==> src/rtl/rst_seq_pkg.sv <==
// Shared types and constants for the staged reset sequencer.
package rst_seq_pkg;

  typedef enum logic [2:0] {
    ST_ASSERT,
    ST_WAIT_BUS,
    ST_WAIT_PERIPH,
    ST_WAIT_CORE,
    ST_RUN,
    ST_SW_RST,
    ST_DBG_HOLD,
    ST_DBG_REL
  } rst_state_e;

  localparam logic [1:0] RST_CAUSE_POR  = 2'd0;
  localparam logic [1:0] RST_CAUSE_LOCK = 2'd1;
  localparam logic [1:0] RST_CAUSE_SW   = 2'd2;
  localparam logic [1:0] RST_CAUSE_DBG  = 2'd3;

  // Largest of the four delays; the counter must be able to hold it.
  function automatic int unsigned max_dly(input int unsigned a, input int unsigned b,
                                          input int unsigned c, input int unsigned d);
    int unsigned m;
    m = a;
    if (b > m) m = b;
    if (c > m) m = c;
    if (d > m) m = d;
    return m;
  endfunction

endpackage

==> src/rtl/rst_sync_bit.sv <==
// Multi-flop synchroniser for a single asynchronous level, cleared by reset.
module rst_sync_bit #(
  parameter int unsigned STAGES = 2
) (
  input  logic clk,
  input  logic rst,
  input  logic d,
  output logic q
);

  (* ASYNC_REG = "TRUE" *) logic [STAGES-1:0] sync_q;
  logic [STAGES-1:0] sync_d;

  // Shift the raw input one stage deeper each cycle.
  always_comb begin
    sync_d    = sync_q << 1;
    sync_d[0] = d;
  end

  // Synchroniser chain register.
  always_ff @(posedge clk or posedge rst) begin
    if (rst) sync_q <= '0;
    else     sync_q <= sync_d;
  end

  assign q = sync_q[STAGES-1];

endmodule

==> src/rtl/rst_sequencer.sv <==
// Staged reset sequencer: bus, then peripherals/porst, then core release,
// with software system reset, debug core-only reset and reset-cause capture.
module rst_sequencer
  import rst_seq_pkg::*;
#(
  parameter int unsigned SYNC_STAGES = 2,
  parameter int unsigned BUS_DLY     = 16,
  parameter int unsigned PERIPH_DLY  = 16,
  parameter int unsigned CORE_DLY    = 32,
  parameter int unsigned SWRST_LEN   = 8,
  parameter int unsigned CNT_W       = 8
) (
  input  logic       clk,
  input  logic       reset,
  input  logic       locked_in,
  input  logic       sw_rst_req,
  input  logic       dbg_core_rst_req,
  output logic       bus_rst_l,
  output logic       periph_rst_l,
  output logic       core_porst_l,
  output logic       core_rst_l,
  output logic       rst_done,
  output logic [1:0] rst_cause
);

  if (SYNC_STAGES == 0 || BUS_DLY == 0 || PERIPH_DLY == 0 || CORE_DLY == 0 || SWRST_LEN == 0) begin : g_bad_dly
    $error("rst_sequencer: SYNC_STAGES and all delays must be non-zero");
  end
  if ((max_dly(BUS_DLY, PERIPH_DLY, CORE_DLY, SWRST_LEN) >> CNT_W) != 0) begin : g_bad_cnt_w
    $error("rst_sequencer: CNT_W too narrow for the configured delays");
  end

  localparam logic [CNT_W-1:0] BUS_LAST    = CNT_W'(BUS_DLY - 1);
  localparam logic [CNT_W-1:0] PERIPH_LAST = CNT_W'(PERIPH_DLY - 1);
  localparam logic [CNT_W-1:0] CORE_LAST   = CNT_W'(CORE_DLY - 1);
  localparam logic [CNT_W-1:0] SWRST_LAST  = CNT_W'(SWRST_LEN - 1);

  logic             locked_s;
  rst_state_e       state_q, state_d;
  logic [CNT_W-1:0] cnt_q, cnt_d, cnt_inc;
  logic [1:0]       cause_q, cause_d;
  logic             bus_q, bus_d, periph_q, periph_d, porst_q, porst_d;
  logic             core_q, core_d, done_q, done_d;

  rst_sync_bit #(.STAGES(SYNC_STAGES)) u_lock_sync (
    .clk (clk),
    .rst (reset),
    .d   (locked_in),
    .q   (locked_s)
  );

  // Next-state, counter and registered-output logic; lock loss outranks everything.
  always_comb begin
    state_d  = state_q;
    cnt_d    = cnt_q;
    cause_d  = cause_q;
    bus_d    = bus_q;
    periph_d = periph_q;
    porst_d  = porst_q;
    core_d   = core_q;
    done_d   = done_q;
    cnt_inc  = (cnt_q == '1) ? cnt_q : cnt_q + 1'b1;

    if (state_q != ST_ASSERT && !locked_s) begin
      {bus_d, periph_d, porst_d, core_d, done_d} = '0;
      cause_d = RST_CAUSE_LOCK;
      cnt_d   = '0;
      state_d = ST_ASSERT;
    end else begin
      unique case (state_q)
        ST_ASSERT: begin
          {bus_d, periph_d, porst_d, core_d, done_d} = '0;
          if (locked_s) begin
            cnt_d   = '0;
            state_d = ST_WAIT_BUS;
          end
        end
        ST_WAIT_BUS: begin
          if (cnt_q == BUS_LAST) begin
            bus_d   = 1'b1;
            cnt_d   = '0;
            state_d = ST_WAIT_PERIPH;
          end else cnt_d = cnt_inc;
        end
        ST_WAIT_PERIPH: begin
          if (cnt_q == PERIPH_LAST) begin
            periph_d = 1'b1;
            porst_d  = 1'b1;
            cnt_d    = '0;
            state_d  = ST_WAIT_CORE;
          end else cnt_d = cnt_inc;
        end
        ST_WAIT_CORE, ST_DBG_REL: begin
          // Core release is shared; DBG_REL additionally yields to sw and debug.
          if (state_q == ST_DBG_REL && sw_rst_req) begin
            {bus_d, periph_d, porst_d, core_d, done_d} = '0;
            cause_d = RST_CAUSE_SW;
            cnt_d   = '0;
            state_d = ST_SW_RST;
          end else if (state_q == ST_DBG_REL && dbg_core_rst_req) begin
            cnt_d   = '0;
            state_d = ST_DBG_HOLD;
          end else if (cnt_q == CORE_LAST) begin
            core_d  = 1'b1;
            done_d  = 1'b1;
            cnt_d   = '0;
            state_d = ST_RUN;
          end else cnt_d = cnt_inc;
        end
        ST_RUN: begin
          if (sw_rst_req) begin
            {bus_d, periph_d, porst_d, core_d, done_d} = '0;
            cause_d = RST_CAUSE_SW;
            cnt_d   = '0;
            state_d = ST_SW_RST;
          end else if (dbg_core_rst_req) begin
            core_d  = 1'b0;
            done_d  = 1'b0;
            cause_d = RST_CAUSE_DBG;
            state_d = ST_DBG_HOLD;
          end
        end
        ST_SW_RST: begin
          if (cnt_q == SWRST_LAST) begin
            cnt_d   = '0;
            state_d = ST_ASSERT;
          end else cnt_d = cnt_inc;
        end
        ST_DBG_HOLD: begin
          if (sw_rst_req) begin
            {bus_d, periph_d, porst_d, core_d, done_d} = '0;
            cause_d = RST_CAUSE_SW;
            cnt_d   = '0;
            state_d = ST_SW_RST;
          end else if (!dbg_core_rst_req) begin
            cnt_d   = '0;
            state_d = ST_DBG_REL;
          end
        end
        default: state_d = ST_ASSERT;
      endcase
    end
  end

  // State, counter and output registers.
  always_ff @(posedge clk or posedge reset) begin
    if (reset) begin
      state_q  <= ST_ASSERT;
      cnt_q    <= '0;
      cause_q  <= RST_CAUSE_POR;
      bus_q    <= 1'b0;
      periph_q <= 1'b0;
      porst_q  <= 1'b0;
      core_q   <= 1'b0;
      done_q   <= 1'b0;
    end else begin
      state_q  <= state_d;
      cnt_q    <= cnt_d;
      cause_q  <= cause_d;
      bus_q    <= bus_d;
      periph_q <= periph_d;
      porst_q  <= porst_d;
      core_q   <= core_d;
      done_q   <= done_d;
    end
  end

  assign bus_rst_l    = bus_q;
  assign periph_rst_l = periph_q;
  assign core_porst_l = porst_q;
  assign core_rst_l   = core_q;
  assign rst_done     = done_q;
  assign rst_cause    = cause_q;

endmodule

==> config.mk <==
export PLATFORM = sky130hd
export DESIGN_NAME = rst_sequencer
export DESIGN_NICKNAME = d
export VERILOG_FILES = /design/src/rtl/rst_seq_pkg.sv /design/src/rtl/rst_sync_bit.sv /design/src/rtl/rst_sequencer.sv
export SDC_FILE = /design/constraint.sdc
export NUM_CORES = 1
export LEC_CHECK = 0
export BUFFER_PORTS_ARGS = -buffer_cell sky130_fd_sc_hd__buf_2
export CAP_MARGIN = 5
export CORE_MARGIN = 1.5
export CORE_UTILIZATION = 60
export CTS_BUF_LIST = sky130_fd_sc_hd__clkbuf_8
export CTS_CLUSTER_DIAMETER = 60
export DETAILED_ROUTE_END_ITERATION = 8
export PLACE_DENSITY = 0.81
export SKIP_LAST_GASP = 1
export SYNTH_ARGS = -nofsm -noshare
export SYNTH_HDL_FRONTEND = slang
export SYNTH_HIERARCHICAL = 1
export SYNTH_SLANG_ARGS = --single-unit
==> constraint.sdc <==
create_clock -name clk -period 2.2 [get_ports clk]
set_input_delay 0.11 -clock clk [delete_from_list [all_inputs] [get_ports clk]]
set_output_delay 0.11 -clock clk [all_outputs]
set_load 0.05 [all_outputs]
==> results.sh <==
export IMPL_wirelength_um=2730
export IMPL_fp_row_count=15
export IMPL_grt_pass1_wl_um=4420
export IMPL_synth_seq_cells=18
export IMPL_relSlewSlack_pct=60.0
export IMPL_crit_required_ns=2.34
export IMPL_cts_buffers=3
export IMPL_n_antenna_cell=0
export IMPL_hold_class="in -> async"
export IMPL_wl_per_cell_um=15.2
export IMPL_dpl_cell_area_um2=1260
export IMPL_synthFlopType="dfrtp_1"
export IMPL_path_cells="or4_4 -> o311ai_4 -> o21ai_2 -> a221o_2 -> mux2i_1"
export IMPL_p_per_area_nw_per_um2=1040
export IMPL_cp_arrival_ns=2.19
export IMPL_synth_largest_area_cell="dfrtp_1"
export IMPL_synth_top_cell_area_share_pct=37.9
export IMPL_worstSkewPairLatency_ns=0.25
export IMPL_vias_per_cell=6.35
export IMPL_cts_root_buffer="clkbuf_8"
export IMPL_finalSetupViolCount=0
export IMPL_r2r_end="state_q[1]"
export IMPL_postSynthAreaPerCell_um2=8.44
export IMPL_cp_end_kind="flip-flop"
export IMPL_r2r_start="cnt_q[4]"
export IMPL_timing_fmax_mhz=488
export IMPL_grt_max_degree=19
export IMPL_cts_reportedPaths_clkPinSlew_ns=0.07
export IMPL_power_leakage_nw=0.577
export IMPL_synth_nets=147
export IMPL_ys_top_cells_by_area="dfrtp_1 (38%), nor2_1 (6.3%), o21ai_0 (5.0%)"
export IMPL_yosysWarnings=6
export IMPL_grtUsageTotal_pct=28.0
export IMPL_worst_setup_path_start_kind="flip-flop"
export IMPL_cp_top_family="compound AO/OA/AOI/OAI gates"
export IMPL_ant_nets=0
export IMPL_crit_fanout=6
export IMPL_cts_htree_levels=1
export IMPL_reg2regPathDepth=5
export IMPL_crit_path_max_incr_delay_ns=0.58
export IMPL_totalPowerFinal_mw=1.40
export IMPL_cts_sinks=18
export IMPL_dr_pass1_iters=4
export IMPL_synth_yosys_seq_area_share_pct=37.9
export IMPL_rsz0062_at_grt="no"
export IMPL_nFillCells=135
export IMPL_die_y_um=47.5
export IMPL_cpMaxStageDelayCell="or4_4"
export IMPL_die_w_um=47.5
export IMPL_ff2ff_setup_slack_ns=0.15
export IMPL_drive_above_1_share_pct=20.1
export IMPL_fin_crit_sh_pct=93.1
export IMPL_finalInstanceArea_um2=1340
export IMPL_final_net_count=161
export IMPL_area_delta_synth_final_pct=12.8
export IMPL_grt_overflow_total=0
export IMPL_coreArea_um2=1800
export IMPL_die_area_um2=2260
export IMPL_cap_violations=0
export IMPL_hold_viol=0
export IMPL_drc=0
export IMPL_slew_viol_final=0
export IMPL_start_util_pct=66.0
export IMPL_antenna_found_initial=0
export IMPL_critPathBufInv=0
export IMPL_period_needed_ns=2.05
export IMPL_crit_start="cnt_q[4]"
export IMPL_pin_count=12
export IMPL_numPortBuffers=11
export IMPL_ir_worst_vdd_uv=906
export IMPL_ys_top_cells_by_count="nor2_1 (20), dfrtp_1 (18), nand2_1 (13)"
export IMPL_synth_async_reset_ratio_pct=100
export IMPL_status="complete, no violations"
export IMPL_via_count=1136
export IMPL_cts_tree="done"
export IMPL_hpwl_um=1800
export IMPL_drtIter0Drc=49
export IMPL_gp_congestion=0.828
export IMPL_clockBufferDepth=2
export IMPL_syn_area_um2=1190
export IMPL_synth_cell_types=44
export IMPL_synth_most_common_cell="nor2_1"
export IMPL_crit_type="reg -> reg"
export IMPL_finClkSkew_ns=0.00143
export IMPL_synth_edff_count=0
export IMPL_grt_pass1_vias=1000
export IMPL_tightest_slew_ns=0.599
export IMPL_fin_setup_tns_ns=0
export IMPL_netlist_instances=141
layer usage:
metal	vias up	GRT usage, %	wire length (um)	part of all wire, %
li1	528	-	-	-
met1	543	38.7	1200	44
met2	53	44.1	1280	47
met3	12	3.40	179	6.6
met4	0	13.0	75	2.8
met5	-	0	0	0
cells in the final DEF (no fill, tap or decap), types with 2 or more instances in the layout:
master	n
buf_4	6
nor2b_1	2
inv_1	4
xnor2_1	4
nand2_1	13
o21a_1	2
a21oi_1	10
clkbuf_8	4
o21ai_0	12
nor3b_1	3
or2_2	2
dlygate4sd3_1	2
or3_1	2
nand3_1	5
buf_2	11
nand2b_1	2
mux2i_1	3
nor2_1	20
dfrtp_1	18
o221ai_1	2
nor3_1	3
per-stage QoR:
stage | utilization (%) | hold slack (ns) | cells | setup slack (ns)
after floorplan | - | -0.149 | 141 | 0.287
after global placement | 70.1 | -0.0328 | 173 | 0.201
after detailed placement | 70.1 | -0.0254 | 173 | 0.136
after CTS | 74.3 | 0.250 | 179 | 0.102
after global routing | 74.5 | 0.276 | 179 | 0.0340
final | 74.5 | 0.244 | 179 | 0.151
timing repair:
item | CTS | global route
setup buffers | 0 | 0
endpoints found under the setup margin | 0 | 5
hold buffers | 2 | 0
gates resized for setup | 0 | 1
endpoints found under the hold margin | 19 | 0
how the worst max path moves through the flow:
stage | endpoint | slack, ns | cells after the start
final | state_q[1] | 0.15 | 5
after global routing | cnt_q[5] | 0.03 | 5
after CTS | cnt_q[3] | 0.10 | 5
after detailed placement | cnt_q[3] | 0.14 | 5
after global placement | cnt_q[0] | 0.20 | 5
after floorplan | state_q[0] | 0.29 | 5
kinds of logic (layout without fill, tap and decap cells):
family / count (synthesis) / after routing / share of synthesized area [%]
muxes: 3 / 3 / 2.52
adders and majority gates: 1 / 1 / 1.05
DFF: 18 / 18 / 37.9
buffers and inverters: 14 / 27 / 6.10
and+or+nand+nor: 61 / 61 / 26.1
AOI/OAI and AO/OA: 40 / 40 / 23.5
xor gates and xnor gates: 4 / 4 / 2.94
where the power goes:
part	total, mW	switching [mW]	internal (mW)
Sequential	0.477	0.0948	0.382
Clock	0.270	0.111	0.159
Combinational	0.653	0.379	0.274
tightest hold or removal path: stages:
cell,delay (ns)
dlygate4sd3_1,0.52
buf_2,0.12
inv_1,0.08
registers in the layout (all words and copies together) (netlist names):
signal              cells
bus_rst_l               1
cnt_q                   8
core_porst_l            1
rst_cause               2
rst_done                1
state_q                 3
u_lock_sync/sync_q      2
final cells by class:
| class | instances | area [um2] | area share (%) |
|---|---|---|---|
| well taps | 25 | 31.3 | 2.33 |
| inverters | 4 | 15.0 | 1.12 |
| flip-flops and latches | 18 | 450 | 33.6 |
| repair buffers | 19 | 120 | 8.95 |
| multi-input cells | 109 | 671 | 50.0 |
| clock buffers | 4 | 55.1 | 4.10 |
(Power assumes the default switching activity.)
